`config.mk`:
```
export PLATFORM = sky130hd
export DESIGN_NAME = wb_rf_writeback
export DESIGN_NICKNAME = d
export VERILOG_FILES = /design/src/rtl/threadbrain_pkg.sv /design/src/rtl/wb_flush_fifo.sv /design/src/rtl/wb_rf_writeback.sv
export SDC_FILE = /design/constraint.sdc
export NUM_CORES = 1
export LEC_CHECK = 0
export BUFFER_PORTS_ARGS = -buffer_cell sky130_fd_sc_hd__buf_2
export CELL_PAD_IN_SITES_DETAIL_PLACEMENT = 1
export CELL_PAD_IN_SITES_GLOBAL_PLACEMENT = 2
export CORE_MARGIN = 2
export CORE_UTILIZATION = 35
export DETAILED_ROUTE_END_ITERATION = 6
export PLACE_DENSITY = 0.82
export SYNTH_ARGS = -nofsm -noshare
export SYNTH_HDL_FRONTEND = slang
export SYNTH_SLANG_ARGS = --single-unit
```
`constraint.sdc`:
```
create_clock -name clk -period 5.7 [get_ports clk]
set_input_delay 0.57 -clock clk [delete_from_list [all_inputs] [get_ports clk]]
set_output_delay 0.57 -clock clk [all_outputs]
set_load 0.05 [all_outputs]
```
`src/rtl/threadbrain_pkg.sv`:
```
// Shared types and entry-layout helpers for the write-back stage.
// Entry layout MSB->LSB: {valid, locked, dirty, addr[AW], data[DW]}.
package threadbrain_pkg;

    // Default geometry, used for the default-width flush entry view below
    localparam int DEF_AW   = 16;
    localparam int DEF_DW   = 16;

    // Data always sits at the bottom of an entry
    localparam int DATA_LSB = 0;

    function automatic int entry_width(input int aw, input int dw);
        return 3 + aw + dw;
    endfunction

    function automatic int valid_bit(input int aw, input int dw);
        return aw + dw + 2;
    endfunction

    function automatic int lock_bit(input int aw, input int dw);
        return aw + dw + 1;
    endfunction

    function automatic int dirty_bit(input int aw, input int dw);
        return aw + dw;
    endfunction

    function automatic int addr_lsb(input int dw);
        return dw;
    endfunction

    typedef enum logic [1:0] {
        IDLE = 2'd0,
        SCAN = 2'd1,
        WAIT = 2'd2
    } drain_state_t;

    // Flush FIFO word for the default geometry: {addr, data}
    typedef struct packed {
        logic [DEF_AW-1:0] addr;
        logic [DEF_DW-1:0] data;
    } flush_entry_t;

endpackage

```
`src/rtl/wb_flush_fifo.sv`:
```
// Synchronous FIFO holding evicted dirty entries on their way to data memory.
// Head is valid whenever the FIFO is non-empty and stays put until popped.
module wb_flush_fifo #(
    parameter  int WIDTH = 32,
    parameter  int DEPTH = 4,
    localparam int PW    = $clog2(DEPTH),
    localparam int CNTW  = PW + 1
) (
    input  logic             clk,
    input  logic             rst,
    input  logic             push,
    input  logic [WIDTH-1:0] push_data,
    input  logic             pop,
    output logic [WIDTH-1:0] head,
    output logic             full,
    output logic             empty,
    output logic [CNTW-1:0]  count
);

    logic [WIDTH-1:0] mem [DEPTH];
    logic [PW-1:0]    wr_ptr;
    logic [PW-1:0]    rd_ptr;
    logic             wr_en;
    logic             rd_en;

    assign full  = (count == CNTW'(DEPTH));
    assign empty = (count == '0);
    assign wr_en = push & ~full;
    assign rd_en = pop & ~empty;
    assign head  = mem[rd_ptr];

    // Pointer and occupancy bookkeeping; simultaneous push and pop keep the count
    always_ff @(posedge clk) begin
        if (rst) begin
            wr_ptr <= '0;
            rd_ptr <= '0;
            count  <= '0;
        end else begin
            if (wr_en) begin
                wr_ptr <= wr_ptr + PW'(1);
            end
            if (rd_en) begin
                rd_ptr <= rd_ptr + PW'(1);
            end
            case ({wr_en, rd_en})
                2'b10:   count <= count + CNTW'(1);
                2'b01:   count <= count - CNTW'(1);
                default: count <= count;
            endcase
        end
    end

    // Storage array; contents need no reset because the pointers gate visibility
    always_ff @(posedge clk) begin
        if (wr_en) begin
            mem[wr_ptr] <= push_data;
        end
    end

endmodule

```
`src/rtl/wb_rf_writeback.sv`:
```
// Write-back stage: merges one write per cycle into the packed register file,
// spills evicted dirty entries through a flush FIFO, and drains all dirty
// entries on request. Optional performance counters behind WB_PERF_EN.
module wb_rf_writeback
    import threadbrain_pkg::*;
#(
    parameter  int NCORES      = 4,
    parameter  int AW          = 16,
    parameter  int DW          = 16,
    parameter  int FLUSH_DEPTH = 4,
    localparam int EW          = entry_width(AW, DW),
    localparam int CW          = (NCORES > 1) ? $clog2(NCORES) : 1
) (
    input  logic                 clk,
    input  logic                 rst,
    input  logic [NCORES*EW-1:0] rf_in,
    output logic [NCORES*EW-1:0] rf_out,
    input  logic                 wb_en_in,
    input  logic [CW-1:0]        core_in,
    input  logic [AW-1:0]        ptr_in,
    input  logic [DW-1:0]        val_in,
    output logic                 wb_stall,
    input  logic                 drain_in,
    output logic                 drain_busy,
    output logic                 drain_done,
    output logic                 mem_wr_valid,
    input  logic                 mem_wr_ready,
    output logic [AW-1:0]        mem_wr_addr,
    output logic [DW-1:0]        mem_wr_data
`ifdef WB_PERF_EN
    ,
    output logic [31:0]          wb_count,
    output logic [31:0]          flush_count
`endif
);

    localparam int VALID_B  = valid_bit(AW, DW);
    localparam int LOCK_B   = lock_bit(AW, DW);
    localparam int DIRTY_B  = dirty_bit(AW, DW);
    localparam int ADDR_LSB = addr_lsb(DW);
    localparam int CNTW     = $clog2(FLUSH_DEPTH) + 1;

    localparam logic [CW:0]     CORE_LIM = (CW+1)'(NCORES);
    localparam logic [CW-1:0]   LAST_IDX = CW'(NCORES - 1);
    localparam logic [CNTW-1:0] FULL_CNT = CNTW'(FLUSH_DEPTH);

    typedef struct packed {
        logic [AW-1:0] addr;
        logic [DW-1:0] data;
    } flush_word_t;

    logic [NCORES*EW-1:0] rf_next;
    logic [EW-1:0]        entry;
    drain_state_t         state_q;
    drain_state_t         state_next;
    logic [CW-1:0]        scan_idx_q;
    logic [CW-1:0]        scan_idx_next;
    logic                 accept;
    logic                 scan_adv;
    logic                 wb_push;
    logic                 scan_push;
    logic                 fifo_push;
    logic                 fifo_pop;
    logic                 fifo_full;
    logic                 fifo_empty;
    logic [CNTW-1:0]      fifo_count;
    flush_word_t          push_word;
    flush_word_t          head_word;

    assign wb_stall     = (fifo_count == FULL_CNT);
    assign accept       = wb_en_in & ~wb_stall & ({1'b0, core_in} < CORE_LIM);
    assign scan_adv     = (state_q == SCAN) & ~accept & ~fifo_full;
    assign fifo_push    = wb_push | scan_push;
    assign mem_wr_valid = ~fifo_empty;
    assign fifo_pop     = mem_wr_valid & mem_wr_ready;
    assign mem_wr_addr  = head_word.addr;
    assign mem_wr_data  = head_word.data;
    assign drain_busy   = (state_q != IDLE);

    // Build next RF: the accepted write wins its entry; otherwise the scanned entry may be flushed clean
    always_comb begin
        rf_next   = rf_in;
        entry     = '0;
        wb_push   = 1'b0;
        scan_push = 1'b0;
        push_word = '0;
        for (int c = 0; c < NCORES; c++) begin
            entry = rf_in[c*EW +: EW];
            if (accept && (CW'(c) == core_in)) begin
                if (entry[VALID_B] && (entry[ADDR_LSB +: AW] == ptr_in)) begin
                    entry[DATA_LSB +: DW] = val_in;
                    entry[DIRTY_B]        = 1'b1;
                    entry[LOCK_B]         = 1'b0;
                end else begin
                    if (entry[VALID_B] && entry[DIRTY_B]) begin
                        wb_push        = 1'b1;
                        push_word.addr = entry[ADDR_LSB +: AW];
                        push_word.data = entry[DATA_LSB +: DW];
                    end
                    entry = {1'b1, 1'b0, 1'b1, ptr_in, val_in};
                end
            end else if (scan_adv && (CW'(c) == scan_idx_q)) begin
                if (entry[VALID_B] && entry[DIRTY_B]) begin
                    scan_push      = 1'b1;
                    push_word.addr = entry[ADDR_LSB +: AW];
                    push_word.data = entry[DATA_LSB +: DW];
                    entry[DIRTY_B] = 1'b0;
                end
            end
            rf_next[c*EW +: EW] = entry;
        end
    end

    // Drain sequencer next state; drain_done fires in the WAIT cycle that sees the FIFO empty
    always_comb begin
        state_next    = state_q;
        scan_idx_next = scan_idx_q;
        drain_done    = 1'b0;
        case (state_q)
            IDLE: begin
                if (drain_in) begin
                    state_next    = SCAN;
                    scan_idx_next = '0;
                end
            end
            SCAN: begin
                if (scan_adv) begin
                    if (scan_idx_q == LAST_IDX) begin
                        state_next = WAIT;
                    end else begin
                        scan_idx_next = scan_idx_q + CW'(1);
                    end
                end
            end
            WAIT: begin
                if (fifo_empty) begin
                    state_next = IDLE;
                    drain_done = 1'b1;
                end
            end
            default: state_next = IDLE;
        endcase
    end

    // Register file and drain sequencer state
    always_ff @(posedge clk) begin
        if (rst) begin
            rf_out     <= '0;
            state_q    <= IDLE;
            scan_idx_q <= '0;
        end else begin
            rf_out     <= rf_next;
            state_q    <= state_next;
            scan_idx_q <= scan_idx_next;
        end
    end

    wb_flush_fifo #(
        .WIDTH (AW + DW),
        .DEPTH (FLUSH_DEPTH)
    ) u_flush_fifo (
        .clk       (clk),
        .rst       (rst),
        .push      (fifo_push),
        .push_data (push_word),
        .pop       (fifo_pop),
        .head      (head_word),
        .full      (fifo_full),
        .empty     (fifo_empty),
        .count     (fifo_count)
    );

`ifdef WB_PERF_EN
    // Saturating counts of accepted writes and memory flush handshakes
    always_ff @(posedge clk) begin
        if (rst) begin
            wb_count    <= '0;
            flush_count <= '0;
        end else begin
            if (accept && (wb_count != 32'hFFFF_FFFF)) begin
                wb_count <= wb_count + 32'd1;
            end
            if (fifo_pop && (flush_count != 32'hFFFF_FFFF)) begin
                flush_count <= flush_count + 32'd1;
            end
        end
    end
`endif

endmodule
```
==> flow_metrics.env <==
export IMPL_finClkSkew_ns=0.0224
export IMPL_std_cell_rows=68
export IMPL_hold_path_class="in2reg"
export IMPL_antenna_violations_before_repair=10
export IMPL_asyncSetResetFlopFracSynth_pct=0
export IMPL_mappedNetlistArea_um2=12300
export IMPL_layout_cell_share_with_drive_strength_beyond_1_pct=33.2
export IMPL_clock_tree_from_tritoncts="yes"
export IMPL_die_h_um=191
export IMPL_critPathRequiredTime_ns=6.15
export IMPL_layout_nets=1620
export IMPL_slew_headroom_pct=26.5
export IMPL_synth_yosys_seq_area_share_pct=56.3
export IMPL_mappedNetlistNets=1303
export IMPL_yosys_register_bits=281
export IMPL_fill_cell_total_of_the_finished_layout=3914
export IMPL_timing_final_crit_period_ns=4.34
export IMPL_wire_per_inst_um=24.7
export IMPL_setup_worst_path_end_class="flip-flop"
export IMPL_postSynthCellCount=1114
export IMPL_clock_sinks=281
export IMPL_floorplan_io_pins=355
export IMPL_synth_edff_count=128
export IMPL_period_share_pct=76.1
export IMPL_dr_pass1_iters=5
export IMPL_h_tree_depth=2
export IMPL_cts_post_setup_buffers_inserted=0
export IMPL_arrival_ns=4.79
export IMPL_cellLeakagePower_nw=6.74
export IMPL_pre_cts_slack_ns=1.34
export IMPL_result_of_the_run="finished, final reports clean"
export IMPL_pwr_density_cell_nw_per_um2=374
export IMPL_cts_inserted_buffers=34
export IMPL_critPathMaxFanout=33
export IMPL_setup_viol_count_final=0
export IMPL_tns_ns=0
export IMPL_wl_mm=47.5
export IMPL_worst_setup_path_type="reg2reg"
export IMPL_routed_top_layer="met5"
export IMPL_wl_met3_mm=3.76
export IMPL_design_core_area_um2=34500
export IMPL_drc_errors=0
export IMPL_grt_usage_pct=25.7
export IMPL_design_die_area_um2=36600
export IMPL_fmaxAchievable_mhz=231
export IMPL_critical_path_max_stage_delay_ns=0.88
export IMPL_port_buffers=354
export IMPL_cts_resized_gates=0
export IMPL_grt_start_max_net_pins=69
export IMPL_post_layout_total_power_mw=5.81
export IMPL_layout_setup_ws_ns=1.36
export IMPL_peak_supply_drop_v=0.000249
export IMPL_route_antenna_remaining_nets=0
export IMPL_worstMarginPinSlew_ns=1.10
export IMPL_setup_worst_path_start_class="flip-flop"
export IMPL_synth_cell_types=49
export IMPL_rsz_0062_raised_after_global_routing="no"
export IMPL_syn_area_per_cell_um2=11.0
export IMPL_clock_root_buffer="sky130_fd_sc_hd__clkbuf_16"
export IMPL_finalHoldViolCount=0
export IMPL_synth_warning_count=0
export IMPL_postCtsHoldBufs=0
export IMPL_wl_met2_mm=21.7
export IMPL_globalRouteOverflowTotal=0
export IMPL_clk_pin_slew_ns=0.06
export IMPL_clk_latency_ns=0.52
export IMPL_timing_critical_path_cells="or3b_1 -> and3_1 -> or3_2 -> o21ai_4 -> and4_1 -> ha_1 -> inv_1 -> fa_1 -> xor2_1 -> or3_1 -> a21oi_1"
export IMPL_cp_slowest_cell="sky130_fd_sc_hd__or3_2"
export IMPL_maxCapViolCount=0
export IMPL_detail_route_wirelength_met1_mm=20.9
export IMPL_vias_per_cell=5.28
export IMPL_effective_utilization_at_floorplan_pct=35.5
export IMPL_clockBufferDepth=3
export IMPL_detail_route_iter0_violations=782
export IMPL_place_gp_congestion=0.905
export IMPL_global_route_wire_length_before_repair_mm=68.7
export IMPL_number_of_global_route_vias_before_repair=10400
export IMPL_slew_viol_final=0
export IMPL_place_hpwl_mm=33.6
export IMPL_dieWidth_um=191
export IMPL_syn2layout_area_growth_pct=26.6
export IMPL_dr_total_vias=10100
export IMPL_yosys_most_used_dff="sky130_fd_sc_hd__dfxtp_1"
[where the power goes]
| part | total (mW) | switching (mW) | internal, mW |
|---|---|---|---|
| Combinational | 1.42 | 1.02 | 0.406 |
| Clock | 2.12 | 0.869 | 1.25 |
| Sequential | 2.26 | 0.0424 | 2.22 |
| Total | 5.81 | 1.93 | 3.88 |
[stage by stage]
stage               hold slack, ns  instances  cell area (um^2)  util, %
CTS                          0.274       1911             15500     44.9
global placement             0.495       1850             14400     41.8
global route                 0.285       1919             15500     45.0
floorplan                    0.461       1114             12300        -
detailed placement           0.503       1850             14400     41.8
finish                       0.301       1920             15500     45.0
[area by class of cell]
class	count	area, um^2	area share (%)
clock buffers	47	940	6.05
repair buffers	373	1920	12.3
inverters	43	161	1.04
flip-flops and latches	281	6910	44.5
multi-input cells	698	4870	31.4
clock inverters	14	144	0.926
diodes	9	22.5	0.145
well taps	455	569	3.66
[synth_stat cells (all sizes together), types with 5 or more instances]
master | count | area (um^2)
a31oi | 32 | 200
nand2 | 171 | 642
nor2 | 99 | 372
inv | 43 | 161
nor2b | 5 | 31.3
a21oi | 97 | 485
nor3 | 6 | 30.0
clkbuf | 52 | 195
xor2 | 19 | 166
o21ai | 7 | 46.3
a221oi | 31 | 334
mux4 | 32 | 721
ha | 9 | 113
mux2i | 48 | 480
nor3b | 6 | 50.1
dfxtp | 153 | 3060
edfxtp | 128 | 3840
nand3 | 9 | 45.0
xnor2 | 49 | 429
o211a | 34 | 340
buf | 40 | 199
nand4 | 12 | 81.3
[final timing paths]
path | start | end | slack, ns | cells past startpoint
max | u_flush_fifo.count[0]$_SDFFE_PP0P_ | u_flush_fifo.count[2]$_SDFFE_PP0P_ | 1.36 | 11
min | drain_in | state_q[0]$_SDFFE_PP0P_ | 0.30 | 2
max reg2reg | u_flush_fifo.count[0]$_SDFFE_PP0P_ | u_flush_fifo.count[2]$_SDFFE_PP0P_ | 1.36 | 11
min reg2reg | u_flush_fifo.count[2]$_SDFFE_PP0P_ | u_flush_fifo.count[2]$_SDFFE_PP0P_ | 0.53 | 2
[state kept, by name (all words and copies together) (netlist names), named ones only]
register / count
u_flush_fifo.wr_ptr: 2
scan_idx_q: 2
u_flush_fifo.mem: 128
rf_out: 140
u_flush_fifo.rd_ptr: 2
u_flush_fifo.count: 3
state_q: 2
[placed cells by master (no fill, tap or decap), types with 3 or more instances in the layout]
cell,n
sky130_fd_sc_hd__buf_2,353
sky130_fd_sc_hd__nand2_1,171
sky130_fd_sc_hd__dfxtp_1,151
sky130_fd_sc_hd__edfxtp_1,128
sky130_fd_sc_hd__nor2_1,97
sky130_fd_sc_hd__a21oi_1,96
sky130_fd_sc_hd__xnor2_1,49
sky130_fd_sc_hd__mux2i_1,48
sky130_fd_sc_hd__inv_1,43
sky130_fd_sc_hd__o211a_1,34
sky130_fd_sc_hd__clkbuf_16,34
sky130_fd_sc_hd__a31oi_1,32
sky130_fd_sc_hd__mux4_2,32
sky130_fd_sc_hd__a221oi_1,21
sky130_fd_sc_hd__buf_4,20
sky130_fd_sc_hd__xor2_1,19
sky130_fd_sc_hd__nand4_1,11
sky130_fd_sc_hd__a221oi_2,10
sky130_fd_sc_hd__diode_2,9
sky130_fd_sc_hd__nand3_1,9
sky130_fd_sc_hd__ha_1,9
sky130_fd_sc_hd__clkbuf_1,9
sky130_fd_sc_hd__nor3_1,6
sky130_fd_sc_hd__o21ai_0,5
sky130_fd_sc_hd__nor3b_1,5
sky130_fd_sc_hd__nor2b_4,4
sky130_fd_sc_hd__clkbuf_8,4
sky130_fd_sc_hd__nand2b_1,3
sky130_fd_sc_hd__nor4_1,3
sky130_fd_sc_hd__and3_1,3
sky130_fd_sc_hd__clkinv_2,3
sky130_fd_sc_hd__clkinv_1,3
[critical path, delay by kind of cell, from the launching register on]
family                   cells  cell delay (ns)
AND/OR/NAND/NOR              5             2.61
adder cells (fa/ha/maj)      2             0.67
AO/OA/AOI/OAI                2             0.42
flip-flops                   1             0.35
XOR/XNOR                     1             0.16
buffers and inverters        1             0.07
[routing by layer]
metal | vias to the layer above | track usage, %
met5 | - | 0
met4 | 2 | 7.22
met1 | 5078 | 36.4
met3 | 63 | 4.98
met2 | 402 | 40.1
li1 | 4585 | -
[cell families (layout without fill, tap and decap cells)]
group | count (synthesis) | in the layout | synth area share [%]
other | 0 | 9 | 0
flip-flops | 281 | 281 | 56.3
AO/OA/AOI/OAI | 208 | 208 | 11.9
adder cells (fa/ha/maj) | 10 | 10 | 1.08
AND/OR/NAND/NOR | 331 | 331 | 11.5
buffers and inverters | 135 | 477 | 4.53
XOR/XNOR | 68 | 68 | 4.85
multiplexers | 81 | 81 | 9.88
(Power assumes the default switching activity.)
